### config.mk
export PLATFORM = sky130hd
export DESIGN_NAME = uart_imem_loader
export DESIGN_NICKNAME = d
export VERILOG_FILES = /design/src/rtl/uart_loader_pkg.sv /design/src/rtl/uart_word_assembler.sv /design/src/rtl/uart_imem_loader.sv
export SDC_FILE = /design/constraint.sdc
export NUM_CORES = 1
export LEC_CHECK = 0
export ABC_AREA = 1
export CORE_ASPECT_RATIO = 0.5
export CORE_MARGIN = 3
export CORE_UTILIZATION = 28
export DETAILED_ROUTE_END_ITERATION = 8
export GPL_TIMING_DRIVEN = 0
export HOLD_SLACK_MARGIN = 0.1
export PLACE_DENSITY = 0.46
export SLEW_MARGIN = 20
export SYNTH_ARGS = -nofsm -noshare
export SYNTH_HDL_FRONTEND = slang
export SYNTH_SLANG_ARGS = --single-unit
### constraint.sdc
create_clock -name clk -period 4.2 [get_ports clk]
set_input_delay 0.63 -clock clk [delete_from_list [all_inputs] [get_ports clk]]
set_output_delay 0.63 -clock clk [all_outputs]
set_load 0.01 [all_outputs]
### src/rtl/uart_loader_pkg.sv
// Shared definitions for the UART instruction-memory loader.
// Holds the loader FSM encoding and small width helpers used by the top
// level and by the word assembler.
package uart_loader_pkg;

  // FSM encoding kept as plain constants so older tools and waveform
  // viewers that expect raw 2-bit codes keep working.
  typedef logic [1:0] state_t;
  localparam state_t ST_IDLE    = 2'd0;
  localparam state_t ST_COLLECT = 2'd1;
  localparam state_t ST_WRITE   = 2'd2;
  localparam state_t ST_DONE    = 2'd3;

  localparam int BYTE_W = 8;

  // Number of byte lanes in a memory word (LANES = DATA_W/8).
  function automatic int lanes_for(input int data_w);
    return data_w / BYTE_W;
  endfunction

  // Bits needed to hold any value in 0..max_val; never less than one bit so
  // degenerate configurations (single lane, timeout disabled) still elaborate.
  function automatic int width_for(input int max_val);
    if (max_val < 2) return 1;
    return $clog2(max_val + 1);
  endfunction

endpackage

### src/rtl/uart_word_assembler.sv
// Packs received UART bytes little-endian into DATA_W-bit words.
//
// Ports:
//   clk, rst      - system clock, asynchronous active-high reset
//   en            - loader is accepting bytes (COLLECT or WRITE); when low
//                   any partial word is dropped
//   discard       - drop the partial word this cycle (BREAK); wins over rx_valid
//   rx_valid      - one-cycle strobe, rx_data holds a received byte
//   rx_data       - received byte
//   word_valid    - combinational strobe: this cycle's byte completes a word
//   word          - the completed word, valid together with word_valid
//   timeout_hit   - combinational strobe: partial word dropped by inter-byte
//                   timeout this cycle
module uart_word_assembler
  import uart_loader_pkg::*;
#(
  parameter int DATA_W      = 32,
  parameter int TIMEOUT_CYC = 0
) (
  input  logic              clk,
  input  logic              rst,
  input  logic              en,
  input  logic              discard,
  input  logic              rx_valid,
  input  logic [7:0]        rx_data,
  output logic              word_valid,
  output logic [DATA_W-1:0] word,
  output logic              timeout_hit
);

  localparam int LANES = lanes_for(DATA_W);
  localparam int LW    = width_for(LANES - 1);
  localparam int TW    = width_for(TIMEOUT_CYC);

  localparam logic [LW-1:0] LANE_LAST = LW'(LANES - 1);
  localparam logic [TW-1:0] TO_LIM    = TW'(TIMEOUT_CYC);

  logic [LW-1:0]     lane;
  logic [DATA_W-1:0] shift_q;
  logic [TW-1:0]     idle_cnt;

  assign word_valid = en && !discard && rx_valid && (lane == LANE_LAST);

  // A byte arriving in the same cycle as the limit counts as activity, so the
  // timeout only fires on a genuinely idle cycle.
  assign timeout_hit = (TIMEOUT_CYC > 0) && en && !discard && !rx_valid &&
                       (lane != '0) && (idle_cnt == TO_LIM);

  // The completed word merges the final byte combinationally, so the loader
  // can latch it on the same edge that captures the last byte.
  always_comb begin
    word = shift_q;
    word[BYTE_W*lane +: BYTE_W] = rx_data;
  end

  // Lane counter, byte insert register and inter-byte idle counter. Lanes are
  // only ever filled in order from 0, so stale upper bytes from an abandoned
  // word are always overwritten before a word completes.
  always_ff @(posedge clk or posedge rst) begin
    if (rst) begin
      lane     <= '0;
      shift_q  <= '0;
      idle_cnt <= '0;
    end else if (!en || discard) begin
      lane     <= '0;
      idle_cnt <= '0;
    end else if (rx_valid) begin
      shift_q[BYTE_W*lane +: BYTE_W] <= rx_data;
      lane     <= (lane == LANE_LAST) ? '0 : lane + 1'b1;
      idle_cnt <= '0;
    end else if (timeout_hit) begin
      lane     <= '0;
      idle_cnt <= '0;
    end else if ((lane != '0) && (idle_cnt != TO_LIM)) begin
      idle_cnt <= idle_cnt + 1'b1;
    end
  end

endmodule

### src/rtl/uart_imem_loader.sv
// UART instruction-memory loader: assembles received bytes into DATA_W-bit
// words and writes them to consecutive memory addresses until END_COUNT
// consecutive END_WORD sentinels have been written.
//
// Ports:
//   clk, rst      - system clock, asynchronous active-high reset
//   arm           - level; 1 enables a load, 0 returns to IDLE
//   rx_valid      - one-cycle strobe, rx_data holds a received byte
//   rx_data       - received byte
//   rx_break      - one-cycle strobe, BREAK seen on the line
//   mem_we        - memory write enable (one-cycle pulse)
//   mem_addr      - memory write address
//   mem_wdata     - memory write data
//   busy          - high in COLLECT or WRITE
//   write_done    - level; the load terminated (sentinels or overflow)
//   word_count    - words written during this load
//   err_overflow  - sticky; a word arrived while memory was full
//   err_timeout   - sticky; a partial word was dropped by timeout
module uart_imem_loader
  import uart_loader_pkg::*;
#(
  parameter int              DATA_W      = 32,
  parameter int              DEPTH       = 64,
  parameter int              ADDR_W      = $clog2(DEPTH),
  parameter logic [DATA_W-1:0] END_WORD  = {DATA_W{1'b1}},
  parameter int              END_COUNT   = 2,
  parameter int              TIMEOUT_CYC = 0
) (
  input  logic              clk,
  input  logic              rst,
  input  logic              arm,
  input  logic              rx_valid,
  input  logic [7:0]        rx_data,
  input  logic              rx_break,
  output logic              mem_we,
  output logic [ADDR_W-1:0] mem_addr,
  output logic [DATA_W-1:0] mem_wdata,
  output logic              busy,
  output logic              write_done,
  output logic [ADDR_W:0]   word_count,
  output logic              err_overflow,
  output logic              err_timeout
);

  localparam int RUN_W = width_for(END_COUNT);

  localparam logic [ADDR_W:0] DEPTH_V = (ADDR_W + 1)'(DEPTH);
  localparam logic [RUN_W-1:0] RUN_LIM = RUN_W'(END_COUNT);

  state_t            state;
  logic [ADDR_W:0]   wr_ptr;
  logic [RUN_W-1:0]  run;
  logic [RUN_W-1:0]  run_next;
  logic [DATA_W-1:0] word_q;
  logic              full;

  logic              asm_en;
  logic              asm_discard;
  logic              word_valid;
  logic [DATA_W-1:0] word_asm;
  logic              timeout_hit;

  // Bytes are accepted in WRITE too, so a byte landing in the write cycle
  // becomes lane 0 of the next word instead of being lost.
  assign asm_en      = arm && ((state == ST_COLLECT) || (state == ST_WRITE));
  assign asm_discard = rx_break && (state == ST_COLLECT);

  uart_word_assembler #(
    .DATA_W      (DATA_W),
    .TIMEOUT_CYC (TIMEOUT_CYC)
  ) u_assembler (
    .clk         (clk),
    .rst         (rst),
    .en          (asm_en),
    .discard     (asm_discard),
    .rx_valid    (rx_valid),
    .rx_data     (rx_data),
    .word_valid  (word_valid),
    .word        (word_asm),
    .timeout_hit (timeout_hit)
  );

  // wr_ptr is one bit wider than the address, so "full" is exact and it
  // doubles as the saturating written-word count.
  assign full       = (wr_ptr == DEPTH_V);
  assign run_next   = (word_q == END_WORD) ? run + 1'b1 : '0;

  // Address and data are gated with the strobe so the memory bus stays quiet
  // outside write cycles.
  assign mem_we     = (state == ST_WRITE) && !full;
  assign mem_addr   = mem_we ? wr_ptr[ADDR_W-1:0] : '0;
  assign mem_wdata  = mem_we ? word_q : '0;
  assign busy       = (state == ST_COLLECT) || (state == ST_WRITE);
  assign word_count = wr_ptr;

  // Loader FSM, write pointer, sentinel run and sticky status flags. Status
  // survives a disarm so software can read it back, and clears only when a
  // new load starts.
  always_ff @(posedge clk or posedge rst) begin
    if (rst) begin
      state        <= ST_IDLE;
      wr_ptr       <= '0;
      run          <= '0;
      word_q       <= '0;
      write_done   <= 1'b0;
      err_overflow <= 1'b0;
      err_timeout  <= 1'b0;
    end else begin
      case (state)
        ST_IDLE: begin
          if (arm) begin
            state        <= ST_COLLECT;
            wr_ptr       <= '0;
            run          <= '0;
            write_done   <= 1'b0;
            err_overflow <= 1'b0;
            err_timeout  <= 1'b0;
          end
        end

        ST_COLLECT: begin
          if (!arm) begin
            state <= ST_IDLE;
          end else begin
            if (rx_break || timeout_hit) begin
              run <= '0;
            end
            if (timeout_hit) begin
              err_timeout <= 1'b1;
            end
            if (word_valid) begin
              word_q <= word_asm;
              state  <= ST_WRITE;
            end
          end
        end

        ST_WRITE: begin
          if (!full) begin
            wr_ptr <= wr_ptr + 1'b1;
            run    <= run_next;
          end else begin
            err_overflow <= 1'b1;
          end

          // With single-byte words a byte in the write cycle completes the
          // next word immediately, hence the WRITE-to-WRITE path.
          if (!arm) begin
            state <= ST_IDLE;
          end else if (full || (run_next == RUN_LIM)) begin
            state      <= ST_DONE;
            write_done <= 1'b1;
          end else if (word_valid) begin
            word_q <= word_asm;
            state  <= ST_WRITE;
          end else begin
            state <= ST_COLLECT;
          end
        end

        default: begin
          if (!arm) begin
            state <= ST_IDLE;
          end
        end
      endcase
    end
  end

endmodule

==> results_tabular.tex, run 1 <==
\begin{tabular}{lr}
\hline
Metric & Value \\
\hline
\multicolumn{2}{l}{\textbf{Timing}} \\
Final number of max-transition violations & 0 \\
Final count of negative-setup-slack endpoints & 0 \\
Final period utilization & between 70\% and 80\% \\
Clock Skew & 0.00968 ns \\
Headroom to the max-slew limit & between 60\% and 70\% \\
Actual slew at the worst max-slew pin & approximately 0.55 ns \\
Setup slack of the critical path after layout & around 0.98 ns \\
Worst hold slack after final layout & between 0.4 and 0.5 ns \\
Highest clock frequency the design can meet & approximately 0.31 GHz \\
Fin. Hold Viols & 0 \\
RSZ-0062 raised after global routing & no \\
Minimum clock period & $\sim$3.2 ns \\
Final TNS setup & 0 ns \\
\multicolumn{2}{l}{\textbf{Synth}} \\
Mean instance size in the synthesized netlist & about 7.4 µm² \\
Sequential-to-total area share from yosys stat & $\sim$46\% \\
Flip-flop and latch count after synthesis & 79 \\
Most instantiated flip-flop cell in the synthesis netlist & sky130\_fd\_sc\_hd\_\_dfrtp\_1 \\
Post-Synthesis Cells & approximately 590 \\
Synth Net Count & $\sim$600 \\
Number of synthesized flops with an enable pin & 0 \\
Combined area of all synthesized cells & about 0.0043 mm² \\
Synthesis Warnings & 0 \\
Async set or reset register ratio after synthesis & between 90\% and 100\% \\
Number of different library cells in the post-synthesis netlist & 26 \\
\multicolumn{2}{l}{\textbf{Run}} \\
Number of maximum-capacitance violations & 0 \\
\multicolumn{2}{l}{\textbf{Cells and area}} \\
Filler Cells Inserted & approximately 1.5k \\
Area added between synthesis and finish & 27.8\% \\
Count of inserted antenna diode cells & 0 \\
Share of post-route cells with drive strength above 1 & 6.64\% \\
Total number of nets in the final design & 683 \\
\multicolumn{2}{l}{\textbf{Clock tree}} \\
Worst-skew pair later-pin latency & 0.34 ns \\
Clock Tree Buf Depth & 2 \\
Number of clock sinks seen by CTS & 79 \\
H-tree level count & 3 \\
Clock tree from TritonCTS & done \\
Root Buffer & sky130\_fd\_sc\_hd\_\_clkbuf\_16 \\
CTS-repair resized insts & 0 \\
Clock slew seen by the registers of the worst setup and hold paths & 0.06 ns \\
Postcts setup bufs & 0 \\
Count of hold buffers inserted by post-cts repair & 0 \\
Number of buffers added by the clock tree synthesis step & 9 \\
\multicolumn{2}{l}{\textbf{Global routing}} \\
Leftover overflow at the end of global routing & 0 \\
Global-route wire length before repair & a little under 20000 µm \\
Pin count of the biggest net entering global routing & 45 \\
Vias in the first global route & approximately 3.7k \\
Antenna violations before repair & 0 \\
Global router's overall resource usage & 15.2\% \\
\multicolumn{2}{l}{\textbf{Placed design}} \\
Half-perimeter wire length after detailed placement & between 9000 and 10000 µm \\
IO buf count & 61 \\
Global placer's final weighted congestion & between 0.8 and 0.9 \\
Post-Place Worst Slack & between 1 and 1.5 ns \\
\multicolumn{2}{l}{\textbf{Floorplanning}} \\
Die extent in y & approximately 94 µm \\
Number of placement rows & 31 \\
Core Area & about 0.015 mm² \\
Area of the die & about 0.017 mm² \\
I/O pin count & 63 \\
Die W & 182 µm \\
Effective utilization at floorplan & around 29\% \\
\multicolumn{2}{l}{\textbf{Setup path}} \\
Category of the worst setup path capture point & output pin \\
Cell class contributing the biggest share of worst-path delay & buffers and inverters \\
Slowest cell on the critical path & sky130\_fd\_sc\_hd\_\_clkdlybuf4s50\_1 \\
Worst path required time & 3.57 ns \\
Crit path buffers/inverters & 4 \\
Largest driver fanout on the critical path & 10 \\
Most numerous cell on the critical path & sky130\_fd\_sc\_hd\_\_nand2\_1 \\
Critical Path Max Stage Delay & between 0.4 and 0.5 ns \\
Arrival @ worst endpoint & approximately 2.6 ns \\
CP cell instances & inv\_1, ha\_1, nand2\_1, nor3\_2, nand2\_1, nand2\_1, buf\_2, buf\_2, nor2\_1, clkdlybuf4s50\_1 \\
Launching element type of the critical path & register \\
Startpoint-to-endpoint class of the critical path & register to output pin \\
\multicolumn{2}{l}{\textbf{Hold path}} \\
Hold WC Path Type & register to register \\
\multicolumn{2}{l}{\textbf{Detailed routing}} \\
Total number of vias & around 3.8k \\
Initial DRC count & about 150 \\
Total detailed-routing wirelength & between 10000 and 15000 µm \\
DRC viols & 0 \\
Via density & approximately 4.4 \\
DRT Pass-1 Iters & 4 \\
Routed wirelength normalized by instance count & 14.4 µm \\
Number of nets with antenna violations after routing & 0 \\
\multicolumn{2}{l}{\textbf{Power}} \\
Worst supply voltage drop on vdd & roughly 210 µV \\
Power density over the cells & approximately 490 mW/mm² \\
Leak Pwr & about 2.5 nW \\
Power Total & roughly 2.7 mW \\
\multicolumn{2}{l}{\textbf{Status}} \\
Run status & complete, no violations \\
\hline
\end{tabular}
-- cell usage after synthesis (all sizes together) (7+ instances only) --
library cell,number,area share (%)
o21ai,41,4.7
nor2,58,5.1
o32ai,8,1.6
inv,98,8.5
ha,12,3.5
nand4,7,1.0
dfrtp,79,46
nand2,165,15
o22ai,24,3.5
clkbuf,7,0.64
buf,21,2.9
nand3,53,6.1
-- registers in the layout (all words and copies together) (netlist names) --
register             count
err_overflow             1
u_assembler.shift_q     32
u_assembler.lane         2
word_q                  32
word_count               7
run                      2
state                    2
write_done               1
-- cells by family (layout without fill, tap and decap cells) --
logic type               after synthesis  count (layout)  share of synthesized area, %
AND/OR/NAND/NOR                      284             284                          27.2
buffers and inverters                126             204                          12.0
AO/OA/AOI/OAI                         79              79                          10.7
flip-flops                            79              79                          45.7
adder cells (fa/ha/maj)               12              12                          3.47
XOR/XNOR                               4               4                         0.810
other                                  1               1                        0.0867
-- worst reg2reg max path: stages (launching register included) --
cell and delay [ns]:
sky130_fd_sc_hd__dfrtp_1 0.41, sky130_fd_sc_hd__buf_2 0.19, sky130_fd_sc_hd__inv_1 0.16, sky130_fd_sc_hd__ha_1 0.17
sky130_fd_sc_hd__clkbuf_1 0.33, sky130_fd_sc_hd__nand4_1 0.39, sky130_fd_sc_hd__o22ai_1 0.35, sky130_fd_sc_hd__nand3_1 0.18
sky130_fd_sc_hd__nand2_1 0.10
-- placed cells by master (no fill, tap or decap), types with 2 or more instances in the layout --
cell type and instances:
sky130_fd_sc_hd__a21oi_1 3, sky130_fd_sc_hd__nand2_4 2, sky130_fd_sc_hd__clkinvlp_4 3, sky130_fd_sc_hd__buf_6 3, sky130_fd_sc_hd__clkdlybuf4s50_1 61, sky130_fd_sc_hd__clkbuf_16 9
sky130_fd_sc_hd__o32ai_1 8, sky130_fd_sc_hd__clkbuf_1 8, sky130_fd_sc_hd__nand3_1 53, sky130_fd_sc_hd__ha_1 12, sky130_fd_sc_hd__inv_1 95, sky130_fd_sc_hd__bufinv_16 2
sky130_fd_sc_hd__buf_2 16, sky130_fd_sc_hd__nand2_1 162, sky130_fd_sc_hd__dfrtp_1 79, sky130_fd_sc_hd__o21ai_0 41, sky130_fd_sc_hd__nand4_1 7, sky130_fd_sc_hd__o22ai_1 24
sky130_fd_sc_hd__inv_2 2, sky130_fd_sc_hd__nor2_1 57, sky130_fd_sc_hd__xor2_1 3, sky130_fd_sc_hd__o31ai_1 3
-- final cells by class --
| cell class | count | area (µm²) | share of cell area, % |
|---|---|---|---|
| Buffer | 28 | 153 | 2.76 |
| Clock buffer | 11 | 233 | 4.21 |
| Clock inverter | 5 | 82.6 | 1.49 |
| Inverter | 98 | 370 | 6.70 |
| Multi-Input combinational cell | 380 | 1830 | 33.1 |
| Sequential cell | 79 | 1980 | 35.8 |
| Tap cell | 198 | 248 | 4.48 |
| Timing Repair Buffer | 62 | 638 | 11.5 |
-- final timing paths --
kind / end / cells past startpoint / startpoint / slack (ns)
setup / recovery: mem_wdata[28] / 10 / word_count[0]$_DFFE_PP0P_ / 0.98
setup reg to reg: word_q[0]$_DFFE_PP0P_ / 8 / u_assembler.lane[0]$_DFFE_PP0P_ / 1.86
hold / removal: write_done$_DFFE_PP0P_ / 2 / write_done$_DFFE_PP0P_ / 0.48
hold reg to reg: write_done$_DFFE_PP0P_ / 2 / write_done$_DFFE_PP0P_ / 0.48
max in group asynchronous: u_assembler.shift_q[30]$_DFFE_PP0N_ / 3 / rst / 2.93
min in group asynchronous: word_count[0]$_DFFE_PP0P_ / 2 / rst / 0.67
-- through the flow --
stage / instance area (µm²) / util (%) / std cells
after floorplan: 4330 / - / 585
after detailed placement: 5210 / 35.3 / 845
after global placement: 5180 / 35.1 / 844
final: 5530 / 37.4 / 861
after CTS: 5530 / 37.4 / 861
after global routing: 5530 / 37.4 / 861
-- report_power, final --
group | total [mW] | switching (mW) | leakage [nW] | internal [mW]
logic | 0.900 | 0.613 | 1.29 | 0.287
clock network | 0.843 | 0.322 | 0.142 | 0.521
registers | 0.972 | 0.0553 | 1.07 | 0.917
total | 2.72 | 0.990 | 2.51 | 1.72
-- routing by layer --
layer  up-vias  part of all wire, %  wire length, µm  global-route usage [%]
li1       1991                    -                -                       -
met2        69                   40             5000                    22.1
met1      1744                   54             6630                    22.3
met5         -                    0                0                       0
met3        14                  5.0              616                    3.67
met4         0                  1.2              149                    3.93
Power figures use the tool's default switching activity.
==> run 2: changes to the inputs <==
--- a/config.mk
+++ b/config.mk
@@ -12,7 +12,7 @@
 export DETAILED_ROUTE_END_ITERATION = 8
 export GPL_TIMING_DRIVEN = 0
 export HOLD_SLACK_MARGIN = 0.1
-export PLACE_DENSITY = 0.46
+export PLACE_DENSITY = 0.47
 export SLEW_MARGIN = 20
 export SYNTH_ARGS = -nofsm -noshare
 export SYNTH_HDL_FRONTEND = slang
==> constraint.sdc (replaced) <==
create_clock -name clk -period 2.85 [get_ports clk]
set_input_delay 0.4275 -clock clk [delete_from_list [all_inputs] [get_ports clk]]
set_output_delay 0.4275 -clock clk [all_outputs]
set_load 0.01 [all_outputs]
==> run 2 against run 1 <==
Effect of this change:
- hold slack got worse by 0.042 ns
- sequential share of layout area decreased by 0.42 points
- power increased by 50%
- worst setup slack got worse by 0.84 ns
- core utilization increased by 0.44 points
- cell area increased by 1.2%
- critical path depth decreased by 2
- final cell count increased by 0.12%
- largest cell class unchanged
- highest routed layer unchanged
==> results_tabular.tex, run 2 (synthesis gave the netlist of run 1 again) <==
\begin{tabular}{lr}
\hline
Metric & Value \\
\hline
\multicolumn{2}{l}{\textbf{Detailed routing}} \\
Via density & 4.45 (was 4.43) \\
Total detailed-routing wirelength & 12600 µm (was 12400 µm) \\
Initial DRC count & 244 (was 146) \\
Total number of vias & 3840 (was 3818) \\
Routed wirelength normalized by instance count & 14.6 µm (was 14.4 µm) \\
DRT Pass-1 Iters & 5 (was 4) \\
DRC viols & 0 (unchanged) \\
Number of nets with antenna violations after routing & 0 (unchanged) \\
\multicolumn{2}{l}{\textbf{Cells and area}} \\
Most common library cell in the layout ignoring fill and taps & sky130\_fd\_sc\_hd\_\_nand2\_1 (unchanged) \\
Commonest cells after routing, fill and taps aside & sky130\_fd\_sc\_hd\_\_nand2\_1, sky130\_fd\_sc\_hd\_\_inv\_1, sky130\_fd\_sc\_hd\_\_dfrtp\_1 (unchanged) \\
Layout Cells excl Fill & 862 (was 861) \\
Area used by multi-input combinational logic & 0.00183 mm² (unchanged) \\
Area added between synthesis and finish & 29.3\% (was 27.8\%) \\
Sequential cell area & 0.00198 mm² (unchanged) \\
Filler Cells Inserted & 1545 (was 1548) \\
Share of post-route cells with drive strength above 1 & 7.08\% (was 6.64\%) \\
Area of all placed cells without fillers & 0.00559 mm² (was 0.00553 mm²) \\
Total number of nets in the final design & 686 (was 683) \\
Count of inserted antenna diode cells & 0 (unchanged) \\
\multicolumn{2}{l}{\textbf{Setup path}} \\
Category of the worst setup path capture point & output pin (unchanged) \\
Cell count of the worst reg-to-reg path & 8 (unchanged) \\
Reg-to-reg endpoint & word\_q[0]\$\_DFFE\_PP0P\_ (unchanged) \\
Worst reg2reg startpoint & u\_assembler.lane[0]\$\_DFFE\_PP0P\_ (unchanged) \\
Launching element type of the critical path & register (unchanged) \\
Crit path launch & state[0]\$\_DFFE\_PP0P\_ (was word\_count[0]\$\_DFFE\_PP0P\_) \\
Startpoint-to-endpoint class of the critical path & register to output pin (unchanged) \\
Worst setup slack for register-to-register paths & 0.39 ns (was 1.86 ns) \\
Largest driver fanout on the critical path & 10 (unchanged) \\
Critical Path Sink & mem\_wdata[30] (was mem\_wdata[28]) \\
Worst path required time & 2.42 ns (was 3.57 ns) \\
Arrival @ worst endpoint & 2.29 ns (was 2.59 ns) \\
\multicolumn{2}{l}{\textbf{Clock tree}} \\
Worst-skew pair later-pin latency & 0.34 ns (about the same) \\
H-tree level count & 3 (unchanged) \\
Number of clock sinks seen by CTS & 79 (unchanged) \\
Number of buffers added by the clock tree synthesis step & 9 (unchanged) \\
Clock tree from TritonCTS & done (unchanged) \\
Clock slew seen by the registers of the worst setup and hold paths & 0.06 ns (about the same) \\
Count of hold buffers inserted by post-cts repair & 0 (unchanged) \\
Clock Tree Buf Depth & 2 (unchanged) \\
Root Buffer & sky130\_fd\_sc\_hd\_\_clkbuf\_16 (unchanged) \\
\multicolumn{2}{l}{\textbf{Floorplanning}} \\
Area of the die & 0.0171 mm² (unchanged) \\
I/O pin count & 63 (unchanged) \\
Core Area & 0.0148 mm² (unchanged) \\
Effective utilization at floorplan & 29.3\% (unchanged) \\
Die W & 182 µm (unchanged) \\
Die extent in y & 93.9 µm (unchanged) \\
Number of placement rows & 31 (unchanged) \\
\multicolumn{2}{l}{\textbf{Power}} \\
Part of the power in combinational logic & 33.8\% (was 33.2\%) \\
Leak Pwr & 2.65 nW (was 2.51 nW) \\
Net switching power & 1.46 mW (was 0.990 mW) \\
Power density over the cells & 727 mW/mm² (was 491 mW/mm²) \\
Part of the total power dissipated in sequential elements & 35.1\% (was 35.8\%) \\
Portion of total power attributed to the clock network & 31.1\% (was 31.0\%) \\
Switching power as a share of total power & 35.8\% (was 36.5\%) \\
Internal Power & 2.61 mW (was 1.72 mW) \\
Worst supply voltage drop on vdd & 298 µV (was 209 µV) \\
\multicolumn{2}{l}{\textbf{Timing}} \\
Actual slew at the worst max-slew pin & 0.578 ns (was 0.554 ns) \\
Final period utilization & around 95\% \\
Highest clock frequency the design can meet & about 0.37 GHz \\
Worst hold slack after final layout & 0.436 ns (was 0.478 ns) \\
Minimum clock period & 2.71 ns \\
Setup slack of the critical path after layout & 0.137 ns (was 0.976 ns) \\
Final count of negative-setup-slack endpoints & 0 (unchanged) \\
Final number of max-transition violations & 0 (unchanged) \\
Headroom to the max-slew limit & 61.3\% (was 62.9\%) \\
Fin. Hold Viols & 0 (unchanged) \\
Clock Skew & 0.00710 ns (was 0.00968 ns) \\
\multicolumn{2}{l}{\textbf{Placed design}} \\
Global placer's final weighted congestion & 0.787 (was 0.802) \\
Half-perimeter wire length after detailed placement & 9560 µm (was 9620 µm) \\
Post-Place Worst Slack & 0.185 ns (was 1.32 ns) \\
Placed instance area & 0.00521 mm² (unchanged) \\
Number of placed instances, taps included & 845 (unchanged) \\
IO buf count & 61 (unchanged) \\
\multicolumn{2}{l}{\textbf{Global routing}} \\
Vias in the first global route & 3739 (was 3705) \\
Pin count of the biggest net entering global routing & 56 (was 45) \\
Global router's overall resource usage & 15.2\% (about the same) \\
Global-route wire length before repair & 19900 µm (about the same) \\
Antenna violations before repair & 0 (unchanged) \\
Leftover overflow at the end of global routing & 0 (unchanged) \\
\multicolumn{2}{l}{\textbf{Hold path}} \\
Hold WC Path Type & input pin to asynchronous set/reset pin (was register to register) \\
\multicolumn{2}{l}{\textbf{Status}} \\
Run status & complete, no violations (unchanged) \\
\multicolumn{2}{l}{\textbf{Run}} \\
Number of maximum-capacitance violations & 0 (unchanged) \\
\hline
\end{tabular}
## run 2: changes by cell type in the layout (fill, tap and decap cells not counted), sizes merged
cell / change
buf: +2
clkinvlp: -2
clkbuf: +1
clkdlybuf4s50: -7
dlygate4sd2: +2
dlymetal6s2s: +5
## run 2: worst min-delay path by stage
stage                                 from                   endpoint  slack (ns)  cells after the start
floorplan            word_q[0]$_DFFE_PP0P_      word_q[0]$_DFFE_PP0P_        0.46                      2
global placement    write_done$_DFFE_PP0P_     write_done$_DFFE_PP0P_        0.47                      2
detailed placement  write_done$_DFFE_PP0P_     write_done$_DFFE_PP0P_        0.47                      2
finish                                 rst      word_q[1]$_DFFE_PP0P_        0.44                      2
global route                           rst  word_count[0]$_DFFE_PP0P_        0.48                      2
CTS                                    rst  word_count[0]$_DFFE_PP0P_        0.45                      2
## run 2: critical path: stages, from the launching register on
cell and delay [ns]:
sky130_fd_sc_hd__dfrtp_1 0.41, sky130_fd_sc_hd__inv_1 0.11, sky130_fd_sc_hd__ha_1 0.15, sky130_fd_sc_hd__clkbuf_4 0.19, sky130_fd_sc_hd__nand2_1 0.10, sky130_fd_sc_hd__buf_6 0.16, sky130_fd_sc_hd__buf_6 0.14, sky130_fd_sc_hd__nor2_1 0.13
sky130_fd_sc_hd__clkdlybuf4s50_1 0.56
## run 2: power groups by stage
stage	clock (mW)	sequential (mW)	combinational, mW
after floorplan	0	1.44	0.935
after global placement	0	1.45	1.32
after detailed placement	0	1.45	1.33
after CTS	1.30	1.43	1.37
after global routing	1.35	1.45	1.56
final	1.26	1.43	1.38
## run 2: area by class of cell
cell class              instances  share of cell area (%)
multi-input cells             380                    32.7
clock inverters                 3                    1.21
inverters                      98                    6.62
flip-flops and latches         79                    35.3
well taps                     198                    4.43
clock buffers                  11                    4.52
repair buffers                 65                    12.0
plain buffers                  28                    3.22
## run 2: per-stage QoR
step / utilization (%) / TNS (ns) / power, mW
global route: 37.9 / -0.0105 / 4.36
CTS: 37.5 / 0 / 4.09
finish: 37.9 / 0 / 4.07
floorplan: - / 0 / 2.37
detailed placement: 35.3 / 0 / 2.79
global placement: 35.1 / -92.69 / 2.77
## run 2: timing repair
item,4_1_cts,5_1_grt
endpoints found under the hold margin,0,0
setup buffers,1,2
resized for setup,6,10
endpoints found under the setup margin,30,28
## run 2: per-layer routing
layer | routed length, µm | GRT usage, % | vias to the layer above
li1 | - | - | 1987
met1 | 6810 | 22.7 | 1768
met2 | 5000 | 21.9 | 77
met3 | 613 | 3.33 | 8
met4 | 150 | 4.62 | 0
met5 | 0 | 0 | -
